<file path="src/rtl/mem_access_master.sv">
// mem_access_master: SAYEH data-RAM bus initiator with bounded rdy wait and automatic retry.
// Define MEM_WRITE_VERIFY_EN to read back every write and treat a mismatch as a failed attempt.
module mem_access_master #(
  parameter int ADDR_W  = 10,
  parameter int DATA_W  = 16,
  parameter int TIMEOUT = 15,
  parameter int RETRIES = 2
) (
  input  logic              clk,
  input  logic              rst,
  input  logic              req_valid,
  input  logic              req_we,
  input  logic [ADDR_W-1:0] req_addr,
  input  logic [DATA_W-1:0] req_wdata,
  output logic              req_ready,
  output logic              resp_valid,
  output logic [DATA_W-1:0] resp_rdata,
  output logic              resp_err,
  output logic [ADDR_W-1:0] mem_addr,
  output logic [DATA_W-1:0] mem_din,
  input  logic [DATA_W-1:0] mem_dout,
  output logic              mem_nd,
  output logic              mem_we,
  input  logic              mem_rdy
);
  localparam int CNT_W = $clog2(TIMEOUT + 1);
  localparam int ATT_W = (RETRIES > 0) ? $clog2(RETRIES + 1) : 1;
  localparam logic [CNT_W-1:0] TMO = CNT_W'(TIMEOUT);
  localparam logic [ATT_W-1:0] RTY = ATT_W'(RETRIES);

  typedef enum logic [2:0] {IDLE, ISSUE, WAIT, BACKOFF, RELEASE, FAIL} state_t;

  state_t            r_state, w_state;
  logic [ADDR_W-1:0] r_addr;
  logic [DATA_W-1:0] r_wdata, r_rdata, w_rdata;
  logic [CNT_W-1:0]  r_cnt, w_cnt;
  logic [ATT_W-1:0]  r_att, w_att;
  logic              r_we, r_vfy, w_vfy;
  logic              r_resp_valid, r_resp_err, w_resp_valid, w_resp_err;
  logic              w_tmo, w_bad;

  assign w_tmo = r_cnt == TMO;
  assign w_bad = r_vfy && (mem_dout != r_wdata);

  // The counter is zero on entry to every state; ISSUE counts as the first cycle of an attempt.
  always_comb begin
    w_state      = r_state;
    w_cnt        = '0;
    w_att        = r_att;
    w_vfy        = r_vfy;
    w_rdata      = r_rdata;
    w_resp_valid = 1'b0;
    w_resp_err   = 1'b0;
    unique case (r_state)
      IDLE: begin
        if (req_valid) begin
          w_state = ISSUE;
          w_att   = '0;
          w_vfy   = 1'b0;
        end
      end
      ISSUE, WAIT: begin
        if (mem_rdy && !w_bad) begin
          w_state = RELEASE;
          w_rdata = r_we ? r_rdata : mem_dout;
        end else if (mem_rdy || (r_state == WAIT && w_tmo)) begin
          w_state = (r_att == RTY) ? FAIL : BACKOFF;
          w_vfy   = 1'b0;
        end else begin
          w_state = WAIT;
          w_cnt   = r_cnt + 1'b1;
        end
      end
      BACKOFF: begin
        if (!mem_rdy) begin
          w_state = ISSUE;
          w_att   = r_att + 1'b1;
        end else if (w_tmo) w_state = FAIL;
        else w_cnt = r_cnt + 1'b1;
      end
      RELEASE: begin
        if (!mem_rdy) begin
`ifdef MEM_WRITE_VERIFY_EN
          if (r_we && !r_vfy) begin
            w_state = ISSUE;
            w_vfy   = 1'b1;
          end else
`endif
          begin
            w_state      = IDLE;
            w_resp_valid = 1'b1;
          end
        end else if (w_tmo) w_state = FAIL;
        else w_cnt = r_cnt + 1'b1;
      end
      FAIL: begin
        w_state      = IDLE;
        w_resp_valid = 1'b1;
        w_resp_err   = 1'b1;
      end
      default: w_state = IDLE;
    endcase
  end

  always_ff @(posedge clk) begin
    if (rst) begin
      r_state      <= IDLE;
      r_addr       <= '0;
      r_wdata      <= '0;
      r_rdata      <= '0;
      r_cnt        <= '0;
      r_att        <= '0;
      r_we         <= 1'b0;
      r_vfy        <= 1'b0;
      r_resp_valid <= 1'b0;
      r_resp_err   <= 1'b0;
    end else begin
      r_state      <= w_state;
      r_cnt        <= w_cnt;
      r_att        <= w_att;
      r_vfy        <= w_vfy;
      r_rdata      <= w_rdata;
      r_resp_valid <= w_resp_valid;
      r_resp_err   <= w_resp_err;
      if (r_state == IDLE && req_valid) begin
        r_addr  <= req_addr;
        r_wdata <= req_wdata;
        r_we    <= req_we;
      end
    end
  end

  assign req_ready  = r_state == IDLE;
  assign resp_valid = r_resp_valid;
  assign resp_err   = r_resp_err;
  assign resp_rdata = r_rdata;
  assign mem_addr   = r_addr;
  assign mem_din    = r_wdata;
  assign mem_nd     = (r_state == ISSUE) || (r_state == WAIT);
  assign mem_we     = mem_nd && r_we && !r_vfy;
endmodule

</file>
<file path="config.mk">
export PLATFORM = sky130hd
export DESIGN_NAME = mem_access_master
export DESIGN_NICKNAME = d
export VERILOG_FILES = /design/src/rtl/mem_access_master.sv
export SDC_FILE = /design/constraint.sdc
export NUM_CORES = 1
export LEC_CHECK = 0
export ABC_CLOCK_PERIOD_IN_PS = 1750
export BUFFER_PORTS_ARGS = -buffer_cell sky130_fd_sc_hd__buf_2
export CORE_MARGIN = 2
export CORE_UTILIZATION = 45
export DETAILED_ROUTE_END_ITERATION = 7
export GPL_TIMING_DRIVEN = 0
export MAX_ROUTING_LAYER = met4
export PLACE_DENSITY_LB_ADDON = 0.12
export SLEW_MARGIN = 10
export SYNTH_ARGS = -nofsm -noshare
export SYNTH_HDL_FRONTEND = slang
export SYNTH_SLANG_ARGS = --single-unit
</file>
<file path="constraint.sdc">
create_clock -name clk -period 1.75 [get_ports clk]
set_clock_uncertainty 0.05 [all_clocks]
set_input_delay 0 -clock clk [delete_from_list [all_inputs] [get_ports clk]]
set_output_delay 0 -clock clk [all_outputs]
set_load 0.02 [all_outputs]
</file>
==> metrics.txt, run 1 <==
# TYPE chip_impl_metric gauge
chip_impl_metric{name="dieHeight",unit="um"} 76.6
chip_impl_metric{name="weighted_congestion_reported_at_the_end_of_routability_driven_placement",unit=""} 0.876
chip_impl_metric{name="grt_pass1_vias",unit=""} 2155
chip_impl_metric{name="count_of_maximum_capacitance_violations",unit=""} 0
chip_impl_metric{name="dpl.hpwl",unit="mm"} 3.86
chip_impl_metric{name="totalWireLength",unit="mm"} 5.81
chip_impl_metric{name="worst-r2r-cell-count",unit=""} 4
chip_impl_metric{name="area_delta_synth_final",unit="%"} 45.2
chip_impl_metric{name="leak_pwr",unit="nW"} 1.51
chip_impl_metric{name="hold_viol_final",unit=""} 0
chip_impl_info{name="min-delay-path-class",value="input pin to register"} 1
chip_impl_metric{name="maximum_number_of_pins_on_one_net_before_global_route_repair",unit=""} 17
chip_impl_info{name="cts_root_buf",value="clkbuf_8"} 1
chip_impl_metric{name="detailed_place.area",unit="um2"} 2930
chip_impl_metric{name="grtUsageTotal",unit="%"} 20.8
chip_impl_metric{name="ir_drop",unit="V"} 0.000403
chip_impl_metric{name="ratio_of_final_minimum_period_to_clock_period",unit="%"} 94.6
chip_impl_metric{name="layout.area.seq",unit="um2"} 1080
chip_impl_metric{name="initial_utilization",unit="%"} 46.4
chip_impl_metric{name="max_clock_freq",unit="MHz"} 604
chip_impl_metric{name="core.rowCount",unit=""} 26
chip_impl_metric{name="net-switching-power",unit="mW"} 0.828
chip_impl_info{name="critical_path_class",value="register to register"} 1
chip_impl_metric{name="seqPwrFrac",unit="%"} 49.3
chip_impl_metric{name="drt-pass1-iter-count",unit=""} 4
chip_impl_metric{name="chipWidth",unit="um"} 76.6
chip_impl_metric{name="core-area",unit="um2"} 5110
chip_impl_metric{name="worst_skew_pair.late_latency",unit="ns"} 0.31
chip_impl_metric{name="multi_input_area",unit="um2"} 1130
chip_impl_metric{name="clock_tree.htree_level_count",unit=""} 2
chip_impl_metric{name="final_max_slew_viol_count",unit=""} 0
chip_impl_metric{name="numCtsBuffers",unit=""} 5
chip_impl_metric{name="final_area",unit="um2"} 3440
chip_impl_metric{name="transition_time_of_the_tightest_slew_check_pin",unit="ns"} 0.570
chip_impl_metric{name="cts_sink_cnt",unit=""} 54
chip_impl_metric{name="detailroute.via_count",unit=""} 2307
chip_impl_metric{name="yosysWarnings",unit=""} 0
chip_impl_metric{name="required",unit="ns"} 1.92
chip_impl_metric{name="remaining_drc_errors",unit=""} 0
chip_impl_metric{name="vias_per_cell",unit=""} 4.83
chip_impl_metric{name="power_frac_comb",unit="%"} 26.4
chip_impl_metric{name="top_level_ports",unit=""} 94
chip_impl_metric{name="postSynthAreaPerCell",unit="um2"} 8.95
chip_impl_metric{name="wire_length_of_the_first_global_routing_pass",unit="mm"} 9.73
chip_impl_metric{name="slew_headroom",unit="%"} 61.8
chip_impl_info{name="hold_end",value="r_att[1]"} 1
chip_impl_metric{name="design.die.area",unit="um2"} 5870
chip_impl_metric{name="detail_route.wl_per_cell",unit="um"} 12.2
chip_impl_metric{name="utilization",unit="%"} 67.4
chip_impl_metric{name="final.setup.worst_slack",unit="ns"} 0.0950
chip_impl_metric{name="ys_ff_latch",unit=""} 54
chip_impl_info{name="status",value="finished, final reports clean"} 1
chip_impl_metric{name="number_of_antenna_violations_at_the_first_check_in_global_routing",unit=""} 0
chip_impl_info{name="reg2reg_from",value="r_cnt[0]"} 1
chip_impl_info{name="setup.worst_path.start",value="r_cnt[0]"} 1
chip_impl_metric{name="crit_fanout",unit=""} 4
chip_impl_metric{name="cellPowerDensity",unit="nW/um2"} 800
chip_impl_metric{name="synth_cells",unit=""} 265
chip_impl_metric{name="antennaDiodeCount",unit=""} 0
chip_impl_metric{name="clockBufferDepth",unit=""} 2
chip_impl_metric{name="place.port_buffers",unit=""} 93
chip_impl_metric{name="worstPathArrival",unit="ns"} 1.82
chip_impl_metric{name="cellInternalPower",unit="mW"} 1.93
chip_impl_metric{name="clockPowerShare",unit="%"} 24.4
chip_impl_info{name="rr_endpoint",value="r_state[1]"} 1
chip_impl_metric{name="gr-total-overflow",unit=""} 0
chip_impl_info{name="start_kind",value="register"} 1
chip_impl_metric{name="synth_fp_nets",unit=""} 314
chip_impl_metric{name="drt_iter0_drc",unit=""} 110
chip_impl_metric{name="ff2ff_setup_slack",unit="ns"} 0.09
chip_impl_metric{name="setup_viol",unit=""} 0
chip_impl_metric{name="worst_hold_slack",unit="ns"} 0.00171
chip_impl_metric{name="clock_transition_at_the_register_clock_pins_on_the_worst_setup_and_hold_paths_after_cts",unit="ns"} 0.10
chip_impl_metric{name="ys_seq_area_share",unit="%"} 45.6
chip_impl_metric{name="ant_nets",unit=""} 0
chip_impl_info{name="rsz0062_at_grt",value="no"} 1
chip_impl_metric{name="num-fill-cells",unit=""} 445
chip_impl_metric{name="finish.net_count",unit=""} 457
chip_impl_metric{name="layout_min_cycle_time",unit="ns"} 1.66
chip_impl_metric{name="ratio_of_cells_with_drive_above_1_in_the_final_layout",unit="%"} 28.4
chip_impl_metric{name="min_path_cells",unit=""} 4
chip_impl_info{name="timing.hold.worst.start",value="mem_rdy"} 1
chip_impl_metric{name="switching_share",unit="%"} 30.0
chip_impl_metric{name="timing.setup.tns",unit="ns"} 0
chip_impl_info{name="setup.worst_path.end_class",value="register"} 1
chip_impl_metric{name="mappedNetlistArea",unit="um2"} 2370
chip_impl_metric{name="preCtsSetupSlack",unit="ns"} 0.129
chip_impl_metric{name="netlist-cell-type-count",unit=""} 41
chip_impl_info{name="clock_tree_from_tritoncts",value="built"} 1
routing by layer:
metal / vias up / part of all wire, % / GRT usage [%]
met5: - / 0 / -
met4: 0 / 1.4 / 7.82
met3: 9 / 4.7 / 3.55
met2: 68 / 50 / 36.5
met1: 1057 / 44 / 23.8
li1: 1173 / - / -
final cells by class:
class | instances | share of cell area, %
Timing Repair Buffer | 136 | 26.0
Multi-Input combinational cell | 186 | 32.8
Inverter | 4 | 0.436
Sequential cell | 54 | 31.4
Tap cell | 70 | 2.54
Clock inverter | 2 | 0.400
Clock buffer | 5 | 2.00
Buffer | 21 | 4.40
layout by cell type (no fill, tap or decap), types with 4 or more instances in the layout:
cell	instances
buf_2	95
nand2_1	56
dfxtp_1	54
dlygate4sd3_1	43
nand2b_1	34
a21oi_1	31
mux2i_1	16
clkbuf_1	9
nand3_1	7
buf_6	6
clkbuf_8	5
nor2_1	4
inv_1	4
a211oi_1	4
cells by family (layout without fill, tap and decap cells):
group | count (synthesis) | after routing | synth area share [%]
AND/OR/NAND/NOR | 119 | 119 | 26.7
flip-flops | 54 | 54 | 45.6
AO/OA/AOI/OAI | 45 | 45 | 11.4
buffers and inverters | 25 | 168 | 7.01
multiplexers | 16 | 16 | 6.75
XOR/XNOR | 4 | 4 | 1.48
adder cells (fa/ha/maj) | 2 | 2 | 1.05
worst max-delay path by stage:
stage	depth (start not counted)	to	slack (ns)
after global placement	4	r_state[1]	0.15
after global routing	4	r_state[1]	0.02
after CTS	4	r_state[1]	0.09
after floorplan	4	r_state[1]	0.23
after detailed placement	4	r_state[1]	0.13
final	4	r_state[1]	0.09
power by group through the flow:
stage	Combinational, mW	Sequential, mW	Clock (mW)
global route	0.794	1.37	0.746
detailed placement	0.649	1.39	0
global placement	0.645	1.38	0
finish	0.726	1.36	0.672
floorplan	0.349	1.48	0
CTS	0.724	1.36	0.696
cell usage after synthesis (all sizes together):
master | instances | area share (%)
a2111o | 1 | 0.47
a2111oi | 1 | 0.37
a211o | 1 | 0.37
a211oi | 4 | 1.3
a21o | 1 | 0.32
a21oi | 31 | 6.5
a221oi | 1 | 0.37
a311oi | 1 | 0.37
a31oi | 1 | 0.26
a32oi | 1 | 0.37
and2 | 2 | 0.53
and3 | 1 | 0.26
buf | 11 | 4.7
clkbuf | 10 | 1.6
dfxtp | 54 | 46
ha | 2 | 1.1
inv | 4 | 0.63
mux2i | 16 | 6.8
nand2 | 56 | 8.9
nand2b | 34 | 9.0
nand3 | 7 | 1.5
nand4 | 2 | 0.53
nor2 | 4 | 0.63
nor2b | 3 | 0.79
nor4 | 1 | 0.26
nor4b | 3 | 2.0
nor4bb | 2 | 0.84
o211ai | 1 | 0.32
o221ai | 1 | 0.37
or2 | 1 | 0.26
or3 | 1 | 0.26
or4b | 1 | 0.58
or4bb | 1 | 0.47
xnor2 | 3 | 1.1
xor2 | 1 | 0.37
registers in the layout, summed over array words and instances, names as in the netlist:
signal      cells
mem_din        16
resp_valid      1
r_att           2
resp_rdata     16
resp_err        1
r_we            1
r_cnt           4
mem_addr       10
r_state         3
stage by stage:
| stage | power [mW] | cells |
|---|---|---|
| floorplan | 1.83 | 265 |
| global placement | 2.03 | 428 |
| detailed placement | 2.04 | 428 |
| CTS | 2.78 | 478 |
| global route | 2.91 | 478 |
| finish | 2.75 | 478 |
what timing repair did:
action,in CTS,in global routing
hold buffers,43,0
setup buffers,0,0
endpoints found under the hold margin,43,0
endpoints found under the setup margin,0,1
gates resized for setup,0,1
critical path, cell delays in order, from the launching register on:
cell,delay [ns]
dfxtp_1,0.34
ha_1,0.25
and3_1,0.25
a2111o_1,0.43
a311oi_2,0.25
(Power assumes the default switching activity.)
==> inputs of run 2 (changes only) <==
CELL_PAD_IN_SITES_DETAIL_PLACEMENT = 0   (was unset)
CELL_PAD_IN_SITES_GLOBAL_PLACEMENT = 2   (was unset)
CORE_UTILIZATION = 27   (was 45)
RECOVER_POWER = 100   (was unset)
==> metrics.txt, run 2 (synthesis results as in run 1) <==
# TYPE chip_impl_metric gauge
chip_impl_metric{name="count_of_maximum_capacitance_violations",unit=""} 0
chip_impl_metric{name="multi_input_area",unit="um2"} 1120
chip_impl_metric{name="chipWidth",unit="um"} 97.7
chip_impl_metric{name="ratio_of_final_minimum_period_to_clock_period",unit="%"} 94.6
chip_impl_metric{name="cts_sink_cnt",unit=""} 54
chip_impl_metric{name="design.die.area",unit="um2"} 9550
chip_impl_metric{name="num-fill-cells",unit=""} 927
chip_impl_info{name="rsz0062_at_grt",value="no"} 1
chip_impl_metric{name="required",unit="ns"} 1.94
chip_impl_metric{name="clockBufferDepth",unit=""} 2
chip_impl_metric{name="number_of_antenna_violations_at_the_first_check_in_global_routing",unit=""} 0
chip_impl_info{name="setup.worst_path.end_class",value="register"} 1
chip_impl_metric{name="core.rowCount",unit=""} 34
chip_impl_metric{name="detailroute.via_count",unit=""} 2285
chip_impl_metric{name="grt_pass1_vias",unit=""} 2262
chip_impl_metric{name="clock_transition_at_the_register_clock_pins_on_the_worst_setup_and_hold_paths_after_cts",unit="ns"} 0.10
chip_impl_metric{name="transition_time_of_the_tightest_slew_check_pin",unit="ns"} 0.502
chip_impl_metric{name="met1_length",unit="mm"} 2.74
chip_impl_metric{name="timing.setup.tns",unit="ns"} 0
chip_impl_metric{name="core-area",unit="um2"} 8640
chip_impl_metric{name="cellPowerDensity",unit="nW/um2"} 816
chip_impl_metric{name="final_max_slew_viol_count",unit=""} 0
chip_impl_metric{name="drt_iter0_drc",unit=""} 49
chip_impl_metric{name="vias_per_cell",unit=""} 4.41
chip_impl_metric{name="totalWireLength",unit="mm"} 6.28
chip_impl_info{name="min-delay-path-class",value="input pin to register"} 1
chip_impl_metric{name="total_length_of_routed_met2_wires",unit="mm"} 3.15
chip_impl_metric{name="hold_viol_final",unit=""} 0
chip_impl_metric{name="ratio_of_cells_with_drive_above_1_in_the_final_layout",unit="%"} 17.1
chip_impl_info{name="most-common-layout-cells",value="nand2_1 (56), clkbuf_1 (56), dfxtp_1 (54), buf_2 (48), dlygate4sd3_1 (43)"} 1
chip_impl_metric{name="remaining_drc_errors",unit=""} 0
chip_impl_metric{name="top_level_ports",unit=""} 94
chip_impl_metric{name="layout.cells.non_filler",unit=""} 518
chip_impl_metric{name="place.port_buffers",unit=""} 93
chip_impl_metric{name="dpl.cell_count",unit=""} 466
chip_impl_metric{name="initial_utilization",unit="%"} 27.5
chip_impl_metric{name="clock_tree.htree_level_count",unit=""} 2
chip_impl_metric{name="drt-pass1-iter-count",unit=""} 4
chip_impl_metric{name="dpl.hpwl",unit="mm"} 4.29
chip_impl_metric{name="min_path_cells",unit=""} 4
chip_impl_metric{name="ir_drop",unit="V"} 0.000370
chip_impl_metric{name="worstPathArrival",unit="ns"} 1.84
chip_impl_metric{name="slew_headroom",unit="%"} 66.5
chip_impl_metric{name="setup_viol",unit=""} 0
chip_impl_metric{name="numCtsBuffers",unit=""} 5
chip_impl_metric{name="wire_length_of_the_first_global_routing_pass",unit="mm"} 10.3
chip_impl_metric{name="crit_fanout",unit=""} 4
chip_impl_metric{name="grtUsageTotal",unit="%"} 13.5
chip_impl_metric{name="worst_skew_pair.late_latency",unit="ns"} 0.32
chip_impl_metric{name="detail_route.wl_per_cell",unit="um"} 12.1
chip_impl_metric{name="area_delta_synth_final",unit="%"} 45.2
chip_impl_metric{name="antennaDiodeCount",unit=""} 0
chip_impl_info{name="cts_root_buf",value="clkbuf_8"} 1
chip_impl_info{name="dr.max_layer_used",value="met4"} 1
chip_impl_metric{name="layout_min_cycle_time",unit="ns"} 1.66
chip_impl_metric{name="layout.area.seq",unit="um2"} 1080
chip_impl_metric{name="worst_hold_slack",unit="ns"} 0.0263
chip_impl_metric{name="gr-total-overflow",unit=""} 0
chip_impl_metric{name="ant_nets",unit=""} 0
chip_impl_info{name="clock_tree_from_tritoncts",value="built"} 1
chip_impl_metric{name="weighted_congestion_reported_at_the_end_of_routability_driven_placement",unit=""} 0.756
chip_impl_metric{name="maximum_number_of_pins_on_one_net_before_global_route_repair",unit=""} 16
chip_impl_metric{name="finish.net_count",unit=""} 458
chip_impl_metric{name="max_clock_freq",unit="MHz"} 604
chip_impl_metric{name="worst-r2r-cell-count",unit=""} 4
chip_impl_metric{name="sum_of_met3_wire_segment_lengths_after_detailed_routing",unit="um"} 340
chip_impl_metric{name="dieHeight",unit="um"} 97.7
chip_impl_info{name="status",value="finished, final reports clean"} 1
chip_impl_info{name="start_kind",value="register"} 1
chip_impl_info{name="critical_path_class",value="register to register"} 1
chip_impl_metric{name="leak_pwr",unit="nW"} 1.33
==> run 2: cell types whose count changed in the layout (fill, tap and decap cells not counted) <==
| cell | change |
|---|---|
| inv_6 | -1 |
| buf_4 | +1 |
| clkbuf_2 | +1 |
| clkbuf_8 | +1 |
| buf_2 | -47 |
| nor4b_2 | -1 |
| clkbuf_1 | +47 |
| nor4b_1 | +1 |
==> run 2: critical path, cell delays in order (launching register included) <==
cell and delay [ns]:
dfxtp_1 0.33, ha_1 0.25, and3_1 0.25, a2111o_1 0.44
a311oi_2 0.26
==> run 2: worst paths after layout <==
check / start / slack [ns] / end
setup / recovery: r_cnt[0] / 0.09 / r_state[1]
hold reg to reg: mem_din[2] / 0.40 / mem_din[2]
setup reg to reg: r_cnt[0] / 0.09 / r_state[1]
hold / removal: mem_rdy / 0.03 / r_att[0]
==> run 2: metrics by stage <==
step / area (um2) / setup WS, ns / utilization, % / power (mW)
after floorplan: 2370 / 0.234 / - / 1.83
after global placement: 2970 / 0.117 / 34.4 / 2.05
after detailed placement: 2970 / 0.116 / 34.4 / 2.05
after CTS: 3490 / 0.0880 / 40.5 / 2.88
after global routing: 3440 / 0.0263 / 39.9 / 2.98
final: 3440 / 0.0948 / 39.9 / 2.81
==> run 2: routing by layer <==
layer	vias up	GRT usage, %
met4	0	4.06
met5	-	-
li1	1178	-
met2	53	22.9
met3	8	3.87
met1	1046	15.5
==> run 2: cell type report <==
type                       count  share of cell area [%]
multi-input combinational    186                    32.7
sequential                    54                    31.4
timing repair buffer         137                    24.6
buffer                        21                    4.40
tap                          108                    3.92
clock buffer                   7                    2.51
inverter                       4                   0.436
clock inverter                 1                   0.145
==> run 2: power by group <==
group	switching, mW	leakage (nW)	total, mW	internal (mW)
registers	0.0421	0.441	1.36	1.32
logic	0.396	0.837	0.710	0.314
clock network	0.422	0.0482	0.743	0.321
==> run 2: repair_timing <==
item	CTS	global route
buffers inserted	0	1
hold buffers	43	0
hold endpoints to repair	43	0
resized for setup	0	1
endpoints found under the setup margin	0	4
